$ cat config.mk
export PLATFORM = sky130hd
export DESIGN_NAME = mvu_seq
export DESIGN_NICKNAME = d
export VERILOG_FILES = /design/src/rtl/mvu_seq.sv
export SDC_FILE = /design/constraint.sdc
export NUM_CORES = 1
export LEC_CHECK = 0
export CORE_MARGIN = 3
export CORE_UTILIZATION = 37
export DETAILED_ROUTE_END_ITERATION = 12
export SETUP_SLACK_MARGIN = 0.4
export SYNTH_ARGS = -nofsm -noshare
export SYNTH_HDL_FRONTEND = slang
export SYNTH_SLANG_ARGS = --single-unit
$ cat constraint.sdc
create_clock -name clk -period 7.9 [get_ports clk]
set_input_delay 1.185 -clock clk [delete_from_list [all_inputs] [get_ports clk]]
set_output_delay 1.185 -clock clk [all_outputs]
set_load 0.02 [all_outputs]
$ cat src/rtl/mvu_seq.sv
// mvu_seq: sequences one matrix-vector job over output tiles, bit-planes and input tiles,
// driving MVU control, weight/data read addresses and the per-tile result write.
`default_nettype none

module mvu_seq #(
  parameter int BWBANKA = 9,
  parameter int BDBANKA = 14,
  parameter int BPREC   = 4,
  parameter int BCNT    = 8,
  parameter int LAT     = 3
) (
  input  logic               clk,
  input  logic               rst,
  input  logic               start,
  input  logic [1:0]         cfg_mode,
  input  logic [BPREC-1:0]   cfg_aprec,
  input  logic [BCNT-1:0]    cfg_ntin,
  input  logic [BCNT-1:0]    cfg_nout,
  input  logic [BWBANKA-1:0] cfg_wbase,
  input  logic [BDBANKA-1:0] cfg_dbase,
  input  logic [BDBANKA-1:0] cfg_obase,
  output logic [1:0]         mul_mode,
  output logic               acc_clr,
  output logic               acc_sh,
  output logic [BWBANKA-1:0] rdw_addr,
  output logic               rdd_en,
  input  logic               rdd_grnt,
  output logic [BDBANKA-1:0] rdd_addr,
  output logic               wrd_en,
  input  logic               wrd_grnt,
  output logic [BDBANKA-1:0] wrd_addr,
  output logic               busy,
  output logic               done,
  output logic               err
);

  localparam int BLAT = (LAT > 1) ? $clog2(LAT) : 1;

  typedef enum logic [2:0] {IDLE, RUN, DRAIN, WRITE, FIN} state_t;

  state_t             state_q, state_d;
  logic [1:0]         mode_q, mode_d;
  logic [BPREC-1:0]   aprec_q, aprec_d;
  logic [BCNT-1:0]    ntin_q, ntin_d;
  logic [BCNT-1:0]    nout_q, nout_d;
  logic [BDBANKA-1:0] dbase_q, dbase_d;
  logic [BDBANKA-1:0] obase_q, obase_d;
  logic [BWBANKA-1:0] row_q, row_d;
  logic [BCNT-1:0]    t_q, t_d;
  logic [BPREC-1:0]   j_q, j_d;
  logic [BCNT-1:0]    o_q, o_d;
  logic [BLAT-1:0]    lat_q, lat_d;
  logic               errf_q, errf_d;
  logic               rdd_en_q, rdd_en_d;
  logic [BWBANKA-1:0] rdw_q, rdw_d;
  logic [BDBANKA-1:0] rdd_addr_q, rdd_addr_d;
  logic               clr_q, clr_d;
  logic               sh_q, sh_d;
  logic               wrd_en_q, wrd_en_d;
  logic [BDBANKA-1:0] wrd_addr_q, wrd_addr_d;
  logic               busy_q, busy_d;
  logic               done_q, done_d;
  logic               err_q, err_d;
  logic [BPREC-1:0]   j_inc;

  // j counts bit-planes upward (j = aprec-1-i), so the data offset within a tile is simply j.
  always_comb begin
    state_d    = state_q;
    mode_d     = mode_q;
    aprec_d    = aprec_q;
    ntin_d     = ntin_q;
    nout_d     = nout_q;
    dbase_d    = dbase_q;
    obase_d    = obase_q;
    row_d      = row_q;
    t_d        = t_q;
    j_d        = j_q;
    o_d        = o_q;
    lat_d      = lat_q;
    errf_d     = errf_q;
    rdd_en_d   = rdd_en_q;
    rdw_d      = rdw_q;
    rdd_addr_d = rdd_addr_q;
    clr_d      = clr_q;
    sh_d       = sh_q;
    wrd_en_d   = wrd_en_q;
    wrd_addr_d = wrd_addr_q;
    j_inc      = j_q + BPREC'(1);

    case (state_q)
      IDLE: begin
        if (start) begin
          mode_d  = cfg_mode;
          aprec_d = cfg_aprec;
          ntin_d  = cfg_ntin;
          nout_d  = cfg_nout;
          dbase_d = cfg_dbase;
          obase_d = cfg_obase;
          row_d   = cfg_wbase;
          t_d     = '0;
          j_d     = '0;
          o_d     = '0;
          if (cfg_aprec == '0 || cfg_ntin == '0 || cfg_nout == '0) begin
            errf_d  = 1'b1;
            state_d = FIN;
          end else begin
            errf_d     = 1'b0;
            state_d    = RUN;
            rdd_en_d   = 1'b1;
            rdw_d      = cfg_wbase;
            rdd_addr_d = cfg_dbase;
            clr_d      = 1'b1;
            sh_d       = 1'b0;
          end
        end
      end
      RUN: begin
        if (rdd_grnt) begin
          clr_d = 1'b0;
          sh_d  = 1'b0;
          if (t_q == ntin_q - BCNT'(1)) begin
            if (j_q == aprec_q - BPREC'(1)) begin
              rdd_en_d = 1'b0;
              lat_d    = '0;
              if (LAT == 0) begin
                state_d    = WRITE;
                wrd_en_d   = 1'b1;
                wrd_addr_d = obase_q + BDBANKA'(o_q);
              end else begin
                state_d = DRAIN;
              end
            end else begin
              t_d        = '0;
              j_d        = j_inc;
              rdw_d      = row_q;
              rdd_addr_d = dbase_q + BDBANKA'(j_inc);
              sh_d       = 1'b1;
            end
          end else begin
            t_d        = t_q + BCNT'(1);
            rdw_d      = rdw_q + BWBANKA'(1);
            rdd_addr_d = rdd_addr_q + BDBANKA'(aprec_q);
          end
        end
      end
      DRAIN: begin
        if (lat_q == BLAT'(LAT - 1)) begin
          state_d    = WRITE;
          wrd_en_d   = 1'b1;
          wrd_addr_d = obase_q + BDBANKA'(o_q);
        end else begin
          lat_d = lat_q + BLAT'(1);
        end
      end
      WRITE: begin
        if (wrd_grnt) begin
          wrd_en_d = 1'b0;
          if (o_q == nout_q - BCNT'(1)) begin
            state_d = FIN;
          end else begin
            state_d    = RUN;
            o_d        = o_q + BCNT'(1);
            row_d      = row_q + BWBANKA'(ntin_q);
            t_d        = '0;
            j_d        = '0;
            rdd_en_d   = 1'b1;
            rdw_d      = row_q + BWBANKA'(ntin_q);
            rdd_addr_d = dbase_q;
            clr_d      = 1'b1;
          end
        end
      end
      FIN: begin
        state_d = IDLE;
      end
      default: begin
        state_d = IDLE;
      end
    endcase

    // done/err follow the FIN cycle by one register stage.
    done_d = (state_q == FIN);
    err_d  = (state_q == FIN) && errf_q;
    busy_d = (state_d != IDLE);
  end

  always_ff @(posedge clk or posedge rst) begin
    if (rst) begin
      state_q    <= IDLE;
      mode_q     <= '0;
      aprec_q    <= '0;
      ntin_q     <= '0;
      nout_q     <= '0;
      dbase_q    <= '0;
      obase_q    <= '0;
      row_q      <= '0;
      t_q        <= '0;
      j_q        <= '0;
      o_q        <= '0;
      lat_q      <= '0;
      errf_q     <= 1'b0;
      rdd_en_q   <= 1'b0;
      rdw_q      <= '0;
      rdd_addr_q <= '0;
      clr_q      <= 1'b0;
      sh_q       <= 1'b0;
      wrd_en_q   <= 1'b0;
      wrd_addr_q <= '0;
      busy_q     <= 1'b0;
      done_q     <= 1'b0;
      err_q      <= 1'b0;
    end else begin
      state_q    <= state_d;
      mode_q     <= mode_d;
      aprec_q    <= aprec_d;
      ntin_q     <= ntin_d;
      nout_q     <= nout_d;
      dbase_q    <= dbase_d;
      obase_q    <= obase_d;
      row_q      <= row_d;
      t_q        <= t_d;
      j_q        <= j_d;
      o_q        <= o_d;
      lat_q      <= lat_d;
      errf_q     <= errf_d;
      rdd_en_q   <= rdd_en_d;
      rdw_q      <= rdw_d;
      rdd_addr_q <= rdd_addr_d;
      clr_q      <= clr_d;
      sh_q       <= sh_d;
      wrd_en_q   <= wrd_en_d;
      wrd_addr_q <= wrd_addr_d;
      busy_q     <= busy_d;
      done_q     <= done_d;
      err_q      <= err_d;
    end
  end

  assign mul_mode = mode_q;
  assign acc_clr  = clr_q;
  assign acc_sh   = sh_q;
  assign rdw_addr = rdw_q;
  assign rdd_en   = rdd_en_q;
  assign rdd_addr = rdd_addr_q;
  assign wrd_en   = wrd_en_q;
  assign wrd_addr = wrd_addr_q;
  assign busy     = busy_q;
  assign done     = done_q;
  assign err      = err_q;

endmodule

`default_nettype wire

## Word level (Yosys, flattened, before mapping)

Index checks and enable logic that the tools add are counted.

- Bitwise operators: 0
- Reduce and logical (&&, ||, !) cells: 24
- Multiplexer cells: 69
- Equality and inequality tests: 19
- $add $sub $neg: 12
- Magnitude comparators: 0
- Multipliers: 0
- Div/mod/pow operators: 0
- Shifts and indexed selects: 0

Operators by type and width:

| cell | count |
|---|---|
| $mux W14 | 7 |
| $mux W9 | 8 |
| $mux W8 | 8 |
| $pmux W14 S3 | 1 |
| $add A14 B4 Y14 | 2 |
| $pmux W9 S3 | 1 |
| $mux W3 | 8 |
| $mux W4 | 6 |
| $pmux W8 S3 | 1 |
| $ne A2 B2 Y1 const B | 10 |
| $pmux W9 S2 | 1 |
| $add A8 B1 Y8 const B | 2 |
| $eq A8 B8 Y1 | 2 |
| $logic_not A8 Y1 | 2 |
| $mux W1 | 16 |
| $pmux W8 S2 | 1 |
| $sub A8 B1 Y8 const B | 2 |
| $add A14 B8 Y14 | 1 |
| $reduce_and A7 Y1 | 2 |
| $pmux W3 S4 | 1 |
| $pmux W4 S3 | 1 |
| $reduce_and A6 Y1 | 2 |
| $add A9 B1 Y9 const B | 1 |
| $add A9 B8 Y9 | 1 |
| 24 further kinds | 37 |

- Word-level logic and storage cells: 147
- Memory bits (writable): 0
- Output and inout port bits: 46
- Bits in read-only memories: 0
- Flip-flop bits (word level): 129
- Memories: 0
- Bits of input ports: 64
- Bits in latches: 0

## Longest topological paths before layout

Gate-level depths: netlist of run 1.

- Word-level depth: 7
- Gate-level depth with buffers: 11
- Mapped depth without buffers: 11

## Worst setup path before layout of run 1

OpenSTA, ideal clock, no wires.

- Kind: register to register
- From: reg ntin_q[1]
- To: reg rdd_addr_q[1] (netlist: rdd_addr[1])
- Data required time: 7.775 ns
- Clock period less this slack: 2.810 ns
- Library setup time: 0.125 ns
- Data arrival time: 2.686 ns
- Buffers on the path: 2
- Stages on the path, launching flop included: 12
- Setup slack: 5.090 ns
- Cells stage by stage: dfrtp_1 > inv_1 > ha_1 > or3b_1 > o31a_1 > o2111ai_1 > a211o_1 > buf_6 > nor3_4 > nor2_2 > buf_6 > mux2_2

- Cells in the longest elaborated chain, start to end: 5
- Elaborated cells on any way between the ends: 7
- Those cells by class: add/sub (1); eq/ne (2); mux (3); reduce/logical (1)

RTL lines:

| what | line | text |
|---|---|---|
| from (decl) | 44 | `logic [BCNT-1:0] ntin_q, ntin_d;` |
| from (signal assigned) | 216 | `ntin_q <= ntin_d;` |
| $sub A8 B1 Y8 * | 121 | `if (t_q == ntin_q - BCNT'(1)) begin` |
| $eq A8 B8 Y1 * | 121 |  |
| $mux W14 | 121 |  |
| $mux W14 | 118 | `if (rdd_grnt) begin` |
| $pmux W14 S3 | 90 | `case (state_q)` |
| to (signal assigned) | 228 | `rdd_addr_q <= rdd_addr_d;` |
| to (decl) | 56 | `logic [BDBANKA-1:0] rdd_addr_q, rdd_addr_d;` |

Mark *: on every way between the ends. The rest lies on a longest branch, timed or not. The select of a mux whose other input is x is not followed.
A chain may end at the register's enable or synchronous reset.

## Final worst setup path of run 1

- From: reg ntin_q[1]
- To: reg rdw_q[6] (netlist: rdw_addr[6])

- Cells in the longest elaborated chain, start to end: 5
- Elaborated cells on any way between the ends: 10
- Those cells by class: add/sub (2); eq/ne (2); mux (5); reduce/logical (1)

RTL lines:

| what | line | text |
|---|---|---|
| $sub A8 B1 Y8 | 121 |  |
| $eq A8 B8 Y1 | 121 |  |
| $mux W9 | 121 |  |
| $mux W9 | 118 |  |
| $pmux W9 S3 | 90 |  |
| to (signal assigned) | 227 | `rdw_q <= rdw_d;` |
| to (decl) | 55 | `logic [BWBANKA-1:0] rdw_q, rdw_d;` |

Parallel ways exist; a longest one is shown, timed or not. The select of a mux whose other input is x is not followed.

==> results of run 1 <==
==> cells by family after synthesis <==
kind of cell               synth area share
and+or+nand+nor                       0.231
AOI/OAI and AO/OA                     0.175
DFF                                   0.389
buffers and inverters                0.0422
xor gates and xnor gates             0.0665
adders and majority gates            0.0579
muxes                                0.0376
==> path summary, 6_finish.rpt <==
kind	startpoint	slack [ns]	endpoint
worst min-delay path	mul_mode[0]$_DFFE_PP0P_	0.47	mul_mode[0]$_DFFE_PP0P_
worst max-delay path	ntin_q[1]$_DFFE_PP0P_	4.02	rdw_addr[6]$_DFFE_PP0P_
min in group asynchronous	rst	1.22	mul_mode[0]$_DFFE_PP0P_
worst max register to register	ntin_q[1]$_DFFE_PP0P_	4.02	rdw_addr[6]$_DFFE_PP0P_
max in group asynchronous	rst	5.32	rdw_addr[1]$_DFFE_PP0P_
worst min register to register	mul_mode[0]$_DFFE_PP0P_	0.47	mul_mode[0]$_DFFE_PP0P_
==> power by group through the flow <==
stage / registers, µW / clock network (µW) / logic (µW)
after detailed placement: 813 / 0 / 479
after floorplan: 828 / 0 / 263
after global placement: 814 / 0 / 474
final: 802 / 835 / 481
after CTS: 802 / 855 / 483
after global routing: 810 / 883 / 532
==> layout make-up <==
class	count	area, µm²
well taps	280	350
repair buffers	118	1160
fillers	2105	11700
diodes	1	2.50
multi-input cells	753	4730
clock buffers	18	439
inverters	41	159
flip-flops and latches	129	3230
clock inverters	14	179
==> routing by layer <==
layer | part of all wire | up-vias | routed length (µm) | global-route usage
li1 | - | 3623 | - | -
met3 | 0.054 | 38 | 1340 | 0.0363
met2 | 0.46 | 205 | 11300 | 0.319
met4 | 0.027 | 0 | 681 | 0.0757
met1 | 0.46 | 3625 | 11500 | 0.290
met5 | 0 | - | 0 | 0
==> synthesized netlist by cell type (all sizes together), types with 10 or more instances <==
library cell,n
a211oi,11
inv,41
ha,32
nand2b,10
a21oi,37
clkbuf,38
o211ai,13
nor2,69
o21ai,58
nor4,14
nand3,35
mux2i,12
nand4,11
mux2,17
a21o,10
nand2,179
xor2,28
nor3,25
xnor2,35
o31ai,12
and3,11
dfrtp,129
==> sequential cells by signal (all words and copies together), names as in the netlist, 2 cells and up <==
signal and count:
rdw_addr 9, wrd_addr 14, j_q 4, dbase_q 14, rdd_addr 14, obase_q 14, o_q 8, t_q 8
nout_q 8, mul_mode 2, lat_q 2, aprec_q 4, ntin_q 8, row_q 9, state_q 3
==> metrics by stage <==
stage / setup WS, ns / hold slack (ns)
floorplan: 3.27 / 0.452
global placement: 3.77 / 0.458
detailed placement: 3.69 / 0.466
CTS: 4.02 / 0.484
global route: 3.80 / 0.499
finish: 4.02 / 0.473
==> worst max-delay path: stages (launching register included) <==
cell       delay [ns]
dfrtp_1          0.44
inv_1            0.15
ha_1             0.21
or3b_1           0.41
o31a_1           0.26
o2111ai_1        0.43
a211o_1          0.16
buf_4            0.35
nor3_4           0.12
nor2_2           0.81
mux2_2           0.41
==> reports/results.tsv, run 1 <==
stage	metric	value	unit
clocking	cts_hold_buf	0	
worst_hold_path	hold_class	register to register	
routing	dr.pass1.iters	5	
routing	drt-total-wl	24800	µm
timing	post-route-min-period	3.88	ns
floorplan	dieHeight	156	µm
floorplan	num_rows	54	
critical_path	critPathLaunchType	register	
floorplan	start_util	0.378	
placement	portBuffers	109	
timing	tightest_slew	1.12	ns
power	p_leak	0.00451	µW
critical_path	cp-end-kind	register	
timing	maxSlewHeadroom	0.252	
global_route	antenna_found_initial	1	
placement	dpl.hpwl	17600	µm
floorplan	io-pin-count	110	
timing	setup_viol	0	
placement	gp_congestion	0.895	
global_route	grt-ovfl-total	0	
power	clkPwrFrac	0.394	
global_route	grt_usage	0.206	
power	p_total	2120	µW
global_route	grt_max_degree	67	
power	power_frac_seq	0.379	
logic_synthesis	synth.top_cell.area_share	0.389	
clocking	post_cts_buffers	0	
power	p_switching	647	µW
logic_synthesis	synth_warnings	0	
finish	layout-drive-gt1-share	0.0699	
logic_synthesis	async_flop_share	1.00	
logic_synthesis	synth.largest_area_cell	dfrtp_1	
critical_path	worst-endpoint-required	8.20	ns
power	ir_worst_vdd	0.0892	mV
critical_path	reg2reg_depth	10	
routing	postRouteAntennaNets	0	
global_route	grt_pass1_wl	39600	µm
finish	fin_area	0.0102	mm²
clocking	cts_root_buffer	clkbuf_16	
timing	post-route-period-util	0.491	
timing	rsz0062_at_grt	false	
logic_synthesis	synth_nets	1069	
timing	drv_slew	0	
logic_synthesis	synth-edff-count	0	
outcome	status	finished, final reports clean	
finish	fin_util	0.467	
timing	tns	0	ns
logic_synthesis	syn_inst	969	
clocking	cts_tree	built	
logic_synthesis	synth_ff_type	dfrtp_1	
logic_synthesis	synth_area_leaders	dfrtp_1 39%, nand2_1 8.1%, ha_1 4.8%, xnor2_1 3.7%, o21ai_0 3.4%	
finish	fin_cells	1354	
floorplan	die_x	156	µm
finish	syn_to_final_growth	23.6	%
placement	dpl.cell_count	1321	
timing	hold_viol_final	0	
power	intPower	1470	µW
routing	vias_per_cell	5.53	
clocking	numCtsBuffers	17	
routing	wl_per_cell	18.3	µm
logic_synthesis	ys_ff_latch	129	
clocking	clock_latency	0.43	ns
flow_run	max-cap-violations	0	
power	swShare	0.305	
critical_path	cp.arrival	4.18	ns
logic_synthesis	syn_area	0.00830	mm²
placement	place_area	0.00963	mm²
finish	finalNetCount	1160	
routing	drc	0	
finish	final_cell_mix	178 x nand2_1, 129 x dfrtp_1, 109 x clkdlybuf4s50_1, 68 x nor2_1, 57 x o21ai_0	
power	combPwrFrac	0.227	
timing	max_freq	258	MHz
clocking	h-tree-depth	4	
global_route	grt_pass1_vias	7225	
worst_hold_path	min_path_cells	2	
logic_synthesis	netlist-cell-type-count	70	
routing	vias	7491	
clocking	clock_path_buffers	2	
clocking	cts.sinks	129	
routing	drtIter0Drc	540	
timing	clock_skew	0.0109	ns
clocking	cts_resized	0	
critical_path	cp_max_fo	28	
critical_path	path_class	register to register	
logic_synthesis	synth_seq_area_share	0.389	
logic_synthesis	syn_area_per_cell	8.56	µm²
clocking	clk_pin_slew	0.06	ns
floorplan	fp.dieArea	0.0243	mm²
power	p_per_area	207	mW/mm²
floorplan	core_area	0.0220	mm²
finish	final_common_cell	nand2_1	
(Power assumes the default switching activity.)
==> run 2, diff against run 1 <==
Clock period 7.9 ns to 3.1 ns, I/O delays scaled along.
==> run 2 against run 1 <==
  * Critical path depth unchanged
  * Critical path type unchanged
  * Sequential power grew to 2.6 times the previous value
  * Fmax rose by 37%
  * Flip-flop and latch count is the same
  * Clock-buffer cell count stayed put
==> reports/results.tsv, run 2 (same netlist as run 1, synthesis figures left out) <==
stage	metric	value	unit	change
floorplan	fp.dieArea	0.0243	mm²	unchanged
global_route	grt_max_degree	42		-37%
critical_path	cp.depth	10		unchanged
global_route	grt_pass1_wl	41600	µm	+5.1%
worst_hold_path	hp-start	mul_mode[1]$_DFFE_PP0P_		
timing	drv_slew	0		unchanged
floorplan	core_area	0.0220	mm²	unchanged
flow_run	max-cap-violations	0		unchanged
routing	postRouteAntennaNets	0		unchanged
critical_path	cp-end-kind	register		
worst_hold_path	min_path_cells	2		unchanged
critical_path	worstSetupStartpoint	ntin_q[1]$_DFFE_PP0P_		
power	clkPwrFrac	0.364		-0.030
routing	wl_per_cell	18.7	µm	+2.0%
clocking	cts_hold_buf	0		unchanged
finish	layout-drive-gt1-share	0.190		+0.120
timing	post-route-min-period	2.82	ns	-1.05 ns
power	combPwrFrac	0.257		+0.030
global_route	antenna_found_initial	0		-1
critical_path	cp_max_fo	8		-71%
critical_path	reg2reg_depth	10		unchanged
floorplan	dieHeight	156	µm	unchanged
clocking	clock_path_buffers	2		unchanged
routing	vias_per_cell	5.56		+0.42%
routing	drtIter0Drc	601		+11%
power	p_leak	0.00500	µW	+11%
clocking	h-tree-depth	4		unchanged
routing	vias	7878		+5.2%
global_route	grt_usage	0.215		+0.00928
finish	diodes	0		-1
placement	gp_congestion	0.924		+3.3%
critical_path	cp.arrival	3.14	ns	-1.04 ns
critical_path	path_class	register to register		
power	ir_worst_vdd	0.348	mV	+290%
critical_path	path_buf_inv	2		unchanged
timing	fin_ws	0.276	ns	-3.75 ns
critical_path	critPathLaunchType	register		
clocking	cts.sinks	129		unchanged
timing	maxSlewHeadroom	0.452		+0.200
timing	post-route-period-util	0.911		+0.420
critical_path	crit_family	simple AND/OR/NAND/NOR gates		
timing	hold_viol_final	0		unchanged
clocking	numCtsBuffers	17		unchanged
critical_path	cp_slowest_cell	dfrtp_2		
finish	syn_to_final_growth	37.6	%	
timing	clock_skew	0.0130	ns	+0.00211 ns
floorplan	die_x	156	µm	unchanged
finish	finalNetCount	1226		+5.7%
power	swShare	0.320		+0.0149
power	p_per_area	475	mW/mm²	+130%
floorplan	num_rows	54		unchanged
clocking	cts_root_buffer	clkbuf_16		
finish	final_cell_mix	176 x nand2_1, 125 x dfrtp_1, 109 x clkdlybuf4s50_1, 66 x nor2_1, 50 x o21ai_0		
routing	dr.pass1.iters	5		unchanged
critical_path	critPathMaxStageDelay	0.44	ns	-0.37 ns
power	intPower	3680	µW	+150%
routing	drt-total-wl	26600	µm	+6.9%
timing	rsz0062_at_grt	true		
finish	fin_area	0.0114	mm²	+11%
clocking	clk_pin_slew	0.06	ns	about the same
outcome	status	finished, final reports clean		
critical_path	reg2reg_from	ntin_q[1]$_DFFE_PP0P_		
global_route	grt-ovfl-total	0		unchanged
floorplan	start_util	0.378		unchanged
timing	tightest_slew	0.820	ns	-0.300 ns
timing	setup_viol	0		unchanged
routing	drc	0		unchanged
timing	tns	0	ns	unchanged
critical_path	cp_cell_sequence	inv_2 > ha_4 > or3b_4 > nor4_4 > o2111ai_2 > a211o_4 > buf_8 > or3_1 > a41o_1 > mux2_2		
placement	place_ws	0.129	ns	-3.56 ns
placement	dpl.hpwl	18700	µm	+6.2%
clocking	clock_latency	0.43	ns	about the same
timing	max_freq	354	MHz	+37%
placement	place_area	0.00990	mm²	+2.8%
clocking	cts_tree	built		
global_route	grt_pass1_vias	7535		+4.3%
floorplan	io-pin-count	110		unchanged
critical_path	worst-endpoint-required	3.42	ns	-4.78 ns
placement	portBuffers	109		unchanged
worst_hold_path	hold_class	register to register		
finish	final_common_cell	nand2_1		
power	power_frac_seq	0.379		about the same
power	p_switching	1730	µW	+170%
==> run 2: metrics by stage <==
stage,cells,hold WS [ns],total power [µW],util
2_1_floorplan,969,0.452,2790,-
3_3_place_gp,1346,0.458,3300,0.451
3_5_place_dp,1346,0.470,3320,0.451
4_1_cts,1394,0.483,5320,0.488
5_1_grt,1418,0.506,5660,0.520
6_report,1418,0.476,5420,0.520
==> run 2: final timing paths <==
| path | endpoint | slack [ns] |
|---|---|---|
| setup / recovery | rdd_addr[7]$_DFFE_PP0P_ | 0.28 |
| hold / removal | mul_mode[1]$_DFFE_PP0P_ | 0.48 |
| setup reg to reg | rdd_addr[7]$_DFFE_PP0P_ | 0.28 |
| hold reg to reg | mul_mode[1]$_DFFE_PP0P_ | 0.48 |
| max in group asynchronous | j_q[0]$_DFFE_PP0P_ | 1.89 |
| min in group asynchronous | wrd_addr[10]$_DFFE_PP0P_ | 0.54 |
==> run 2: timing repair <==
item                       CTS  global route
pin swaps                   11            39
setup buffers               16            22
setup endpoints to repair   38            46
gates cloned                 1             2
gates resized for setup     23           104
==> run 2: cell type report <==
| type | instances | area (µm²) |
|---|---|---|
| Tap cell | 280 | 350 |
| Fill cell | 1999 | 10500 |
| Clock buffer | 18 | 439 |
| Multi-Input combinational cell | 753 | 5240 |
| Timing Repair Buffer | 184 | 1870 |
| Sequential cell | 129 | 3230 |
| Clock inverter | 13 | 129 |
| Inverter | 41 | 158 |
==> run 2: worst register-to-register path, cell delays in order, from the launching register on <==
cell and delay (ns):
dfrtp_2 0.44, inv_2 0.09, ha_4 0.13, or3b_4 0.40
nor4_4 0.17, o2111ai_2 0.18, a211o_4 0.38, buf_8 0.15
or3_1 0.31, a41o_1 0.21, mux2_2 0.25
==> run 2: power groups by stage <==
| stage | registers (µW) | logic [µW] | clock network, µW |
|---|---|---|---|
| floorplan | 2110 | 676 | 0 |
| global placement | 2070 | 1230 | 0 |
| detailed placement | 2070 | 1260 | 0 |
| CTS | 2040 | 1270 | 2000 |
| global route | 2080 | 1510 | 2080 |
| finish | 2050 | 1390 | 1970 |
==> run 2: routing by layer <==
metal  part of all wire  global-route usage  vias up  wire (µm)
met5                  0                   0        -          0
met4              0.030              0.0778        0        799
met3              0.051              0.0405       55       1360
met2               0.46               0.332      262      12200
met1               0.46               0.304     3801      12200
li1                   -                   -     3760          -
